$ cat src/rtl/row_remap_table.sv
// Row-address remapping LUT: logical row -> physical row, identity-initialised after reset.
// Optional sticky range check on host writes enabled by defining ROW_MAP_RANGE_CHECK_EN.
module row_remap_table #(
  parameter int unsigned ADDR_W  = 9,
  parameter int unsigned DATA_W  = 9,
  parameter int unsigned DEPTH   = 2**ADDR_W,
  parameter int unsigned MAX_ROW = 511
) (
  input  logic              clk,
  input  logic              rst_n,
  input  logic [ADDR_W-1:0] rowadd_in,
  output logic [DATA_W-1:0] rowadd_out,
  input  logic [ADDR_W-1:0] mem_write_addr,
  input  logic [DATA_W-1:0] mem_write_data,
  input  logic              we,
  output logic              init_done,
  output logic              range_err
);

  typedef enum logic {S_INIT, S_RUN} state_t;

  state_t            state, state_nxt;
  logic [ADDR_W-1:0] ptr, ptr_nxt;
  logic              wr_legal;
  logic              host_wr;
  logic [DATA_W-1:0] mem [DEPTH];

  if (MAX_ROW >= (2**DATA_W)) begin : g_max_row_check
    $error("row_remap_table: MAX_ROW not representable in DATA_W bits");
  end

  always_ff @(posedge clk or negedge rst_n) begin
    if (!rst_n) begin
      state     <= S_INIT;
      ptr       <= '0;
      init_done <= 1'b0;
    end else begin
      state     <= state_nxt;
      ptr       <= ptr_nxt;
      init_done <= (state_nxt == S_RUN);
    end
  end

  always_comb begin
    state_nxt = state;
    ptr_nxt   = ptr;
    case (state)
      S_INIT: begin
        ptr_nxt = ptr + 1'b1;
        if (ptr == ADDR_W'(DEPTH - 1)) state_nxt = S_RUN;
      end
      S_RUN: state_nxt = S_RUN;
    endcase
  end

`ifdef ROW_MAP_RANGE_CHECK_EN
  assign wr_legal = (32'(mem_write_data) <= MAX_ROW);

  always_ff @(posedge clk or negedge rst_n) begin
    if (!rst_n)                                  range_err <= 1'b0;
    else if (state == S_RUN && we && !wr_legal)  range_err <= 1'b1;
  end
`else
  assign wr_legal  = 1'b1;
  assign range_err = 1'b0;
`endif

  assign host_wr = we && (state == S_RUN) && wr_legal;

  // RAM has no reset; the init sweep owns the write port until S_RUN.
  always_ff @(posedge clk) begin
    if (state == S_INIT)
      mem[ptr] <= DATA_W'(ptr);
    else if (host_wr)
      mem[mem_write_addr] <= mem_write_data;
  end

  always_ff @(posedge clk or negedge rst_n) begin
    if (!rst_n)
      rowadd_out <= '0;
    else if (state == S_INIT)
      rowadd_out <= DATA_W'(rowadd_in);
    else if (host_wr && (mem_write_addr == rowadd_in))
      rowadd_out <= mem_write_data;
    else
      rowadd_out <= mem[rowadd_in];
  end

endmodule

$ cat config.mk
export PLATFORM = sky130hd
export DESIGN_NAME = row_remap_table
export DESIGN_NICKNAME = d
export VERILOG_FILES = /design/src/rtl/row_remap_table.sv
export SDC_FILE = /design/constraint.sdc
export NUM_CORES = 2
export LEC_CHECK = 0
export CORE_ASPECT_RATIO = 1.25
export CORE_MARGIN = 2
export CORE_UTILIZATION = 40
export DETAILED_ROUTE_END_ITERATION = 7
export SLEW_MARGIN = 0
export SYNTH_ARGS = -nofsm -noshare
export SYNTH_HDL_FRONTEND = slang
export SYNTH_MEMORY_MAX_BITS = 65536
export SYNTH_SLANG_ARGS = --single-unit
$ cat constraint.sdc
create_clock -name clk -period 36.4 [get_ports clk]
set_input_delay 7.28 -clock clk [delete_from_list [all_inputs] [get_ports clk]]
set_output_delay 7.28 -clock clk [all_outputs]
set_load 0.01 [all_outputs]
==> flow_metrics.env <==
export IMPL_avgSynthCellArea_sq_um=21.3
export IMPL_post_cts_buffers=0
export IMPL_coreArea_sq_um=448000
export IMPL_ys_seq_area_share_pct=77.3
export IMPL_dr_pass1_iters=8
export IMPL_p_per_area_nw_per_um2=52.5
export IMPL_syn_area_sq_um=180000
export IMPL_timing_rr_end="mem[384][6]$_DFFE_PP_"
export IMPL_yosys_top_cells_area="edfxtp_1 (77%), mux4_2 (13%), mux2i_1 (2.1%), nor2_1 (1.3%), a22oi_1 (0.63%)"
export IMPL_netlist_instances=8418
export IMPL_max_slew_margin_rel_pct=2.99
export IMPL_fin_ws_ps=23190
export IMPL_period_share_pct=36.3
export IMPL_die_w_um=603
export IMPL_grt_max_degree=237
export IMPL_power_leakage_nw=54.1
export IMPL_synth_seq_cells=4627
export IMPL_grt_overflow_total=0
export IMPL_area_delta_synth_final_pct=11.5
export IMPL_worstPathMaxFanout=77
export IMPL_dieArea_sq_um=454000
export IMPL_path_clk_slew_ps=70
export IMPL_hold_violations=0
export IMPL_reg2reg_slack_ps=31130
export IMPL_first_global_vias=90423
export IMPL_nFillCells=37468
export IMPL_worst_hold_slack_ps=564
export IMPL_dp_slack_ps=22080
export IMPL_startpoint_type="primary input"
export IMPL_groute_usage_overall_pct=22.8
export IMPL_final_setup_skew_ps=49.6
export IMPL_io_buffers=39
export IMPL_finalWirelength_um=527000
export IMPL_cts_sinks=4627
export IMPL_clk_latency_ps=960
export IMPL_synth_cell_types=75
export IMPL_worstPathRequired_ps=37200
export IMPL_grt_pass1_wl_um=729000
export IMPL_fin_crit_ps=13210
export IMPL_yosysWarnings=0
export IMPL_hold_class="flop to flop"
export IMPL_placed_area_sq_um=187000
export IMPL_crit_start="rowadd_in[0]"
export IMPL_worst_r2r_cell_count=6
export IMPL_cts_max_path_buffers=4
export IMPL_fin_tns_setup_ps=0
export IMPL_cts_hold_buf=0
export IMPL_power_mw=10.5
export IMPL_ys_flop_type="edfxtp_1"
export IMPL_cts_resized_gates=0
export IMPL_worst_slew_pin_slew_ps=1450
export IMPL_ant_nets=0
export IMPL_htree_levels=5
export IMPL_antenna_found_initial=44
export IMPL_worstPathArrival_ps=14000
export IMPL_vias=90103
export IMPL_ctsRootBufferMaster="clkbuf_16"
export IMPL_start_util_pct=40.1
export IMPL_grt_setup_unrepaired="no"
export IMPL_slew_violations=0
export IMPL_drive_above_1_share_pct=22.4
export IMPL_via_per_inst=6.04
export IMPL_cts_made_buffers=420
export IMPL_finalInstanceArea_sq_um=200000
export IMPL_yosysTopAreaCell="edfxtp_1"
export IMPL_synth_top_area_share_pct=77.1
export IMPL_fmaxAchievable_mhz=75.7
export IMPL_wire_per_inst_um=35.4
export IMPL_synth_edf_count=4608
export IMPL_cts_tree="done"
export IMPL_drv_cap=0
export IMPL_gp_congestion=0.872
export IMPL_drc=0
export IMPL_syn_num_nets=8450
export IMPL_async_flop_share_pct=0.411
export IMPL_io_pins=41
export IMPL_status="finished clean"
export IMPL_setup_viol=0
export IMPL_dp_hpwl_um=323000
export IMPL_drt_iter0_drc=12194
export IMPL_crit_type="primary input to flop"
export IMPL_nets=8622
export IMPL_vdd_drop_max_mv=0.0448
export IMPL_row_count=275
export IMPL_setup_worst_path_end="rowadd_out[7]$_DFF_PN0_"
export IMPL_rr_startpoint="state$_DFF_PN0_"
export IMPL_critPathCaptureType="flop"
export IMPL_die_h_um=753
[state kept, by name (all words and copies together) (netlist names)]
signal / count
mem: 4608
ptr: 9
rowadd_out: 9
state: 1
[where the power goes]
part / total (mW) / switching, mW / internal (mW)
logic: 0.316 / 0.224 / 0.0922
registers: 5.77 / 0.00162 / 5.77
clock network: 4.42 / 1.97 / 2.45
[worst min path at each step]
stage	cells past startpoint	startpoint	endpoint	slack, ps
2_1_floorplan	1	ptr[6]$_DFFE_PN0N_	ptr[6]$_DFFE_PN0N_	510
3_3_place_gp	1	ptr[8]$_DFFE_PN0N_	ptr[8]$_DFFE_PN0N_	540
3_5_place_dp	1	ptr[8]$_DFFE_PN0N_	ptr[8]$_DFFE_PN0N_	540
4_1_cts	1	ptr[8]$_DFFE_PN0N_	ptr[8]$_DFFE_PN0N_	560
5_1_grt	1	ptr[8]$_DFFE_PN0N_	ptr[8]$_DFFE_PN0N_	570
6_report	1	ptr[8]$_DFFE_PN0N_	ptr[8]$_DFFE_PN0N_	560
[area by class of cell]
cell class,instances,area (sq um),share of cell area (%)
tap,5955,7450,3.72
antenna,18,45.0,0.0225
inverter,10,47.5,0.0238
sequential,4627,139000,69.4
timing repair buffer,270,2300,1.15
multi-input combinational,3261,38000,19.0
clock buffer,503,10900,5.47
clock inverter,262,2560,1.28
[stage by stage]
stage / util, % / cells
4_1_cts: 44.7 / 14888
3_5_place_dp: 41.7 / 14123
2_1_floorplan: - / 8418
6_report: 44.7 / 14906
5_1_grt: 44.7 / 14893
3_3_place_gp: 41.7 / 14122
[worst max-delay path, stage by stage]
cell,delay [ps]
buf_16,420
buf_4,620
buf_12,580
buf_4,680
buf_4,860
buf_4,730
mux4_2,600
o22ai_1,230
nor3_1,100
a2111oi_1,1220
nor4_1,140
nand3_1,180
o21ai_1,80
[cells in the final DEF, fill, tap and decap left out, types with 38 or more instances in the layout]
cell,instances
a211oi_1,38
a21oi_1,124
a22oi_1,150
buf_4,222
bufinv_16,43
clkbuf_1,75
clkbuf_16,424
clkinv_1,95
clkinv_2,76
edfxtp_1,4608
mux2i_1,375
mux4_2,1065
nand2_1,205
nand3_1,52
nor2_1,609
o21ai_0,63
o221ai_1,94
o22ai_1,74
[logic make-up (layout without fill, tap and decap cells)]
logic type	count (synthesis)	in the layout	synth area share [%]
flip-flops	4627	4627	77.3
multiplexers	1454	1454	15.5
AND/OR/NAND/NOR	1065	1065	2.49
AO/OA/AOI/OAI	723	723	2.80
buffers and inverters	530	1045	1.76
XOR/XNOR	16	16	0.0780
adder cells (fa/ha/maj)	2	2	0.0139
other	1	19	0.00209
[synthesized netlist by cell type (6+ instances only)]
| library cell | number |
|---|---|
| a2111oi_0 | 11 |
| a211oi_1 | 40 |
| a21oi_1 | 124 |
| a221oi_1 | 28 |
| a22o_1 | 15 |
| a22oi_1 | 150 |
| a311oi_1 | 7 |
| a31oi_1 | 28 |
| and2_1 | 11 |
| and3_1 | 6 |
| buf_1 | 43 |
| buf_2 | 136 |
| buf_4 | 79 |
| buf_6 | 65 |
| buf_8 | 13 |
| clkbuf_1 | 180 |
| dfrtp_1 | 19 |
| edfxtp_1 | 4608 |
| inv_1 | 9 |
| mux2_2 | 14 |
| mux2i_1 | 375 |
| mux4_2 | 1065 |
| nand2_1 | 229 |
| nand2b_1 | 16 |
| nand3_1 | 53 |
| nand3b_1 | 6 |
| nand4_1 | 30 |
| nor2_1 | 618 |
| nor2b_1 | 16 |
| nor3_1 | 33 |
| nor4_1 | 12 |
| o211ai_1 | 16 |
| o21ai_0 | 67 |
| o21ai_1 | 22 |
| o221ai_1 | 94 |
| o22ai_1 | 74 |
| o31ai_1 | 8 |
| o32ai_1 | 7 |
| or2_2 | 6 |
| or3_1 | 13 |
| xnor2_1 | 14 |
[metal layers]
metal / routed length, um / track usage [%] / up-vias
met2: 259000 / 37.9 / 4901
met4: 30300 / 11.6 / 20
met1: 189000 / 28.7 / 48592
met3: 48200 / 4.35 / 1012
met5: 144 / 0 / -
li1: - / - / 35578
Power figures use the tool's default switching activity.
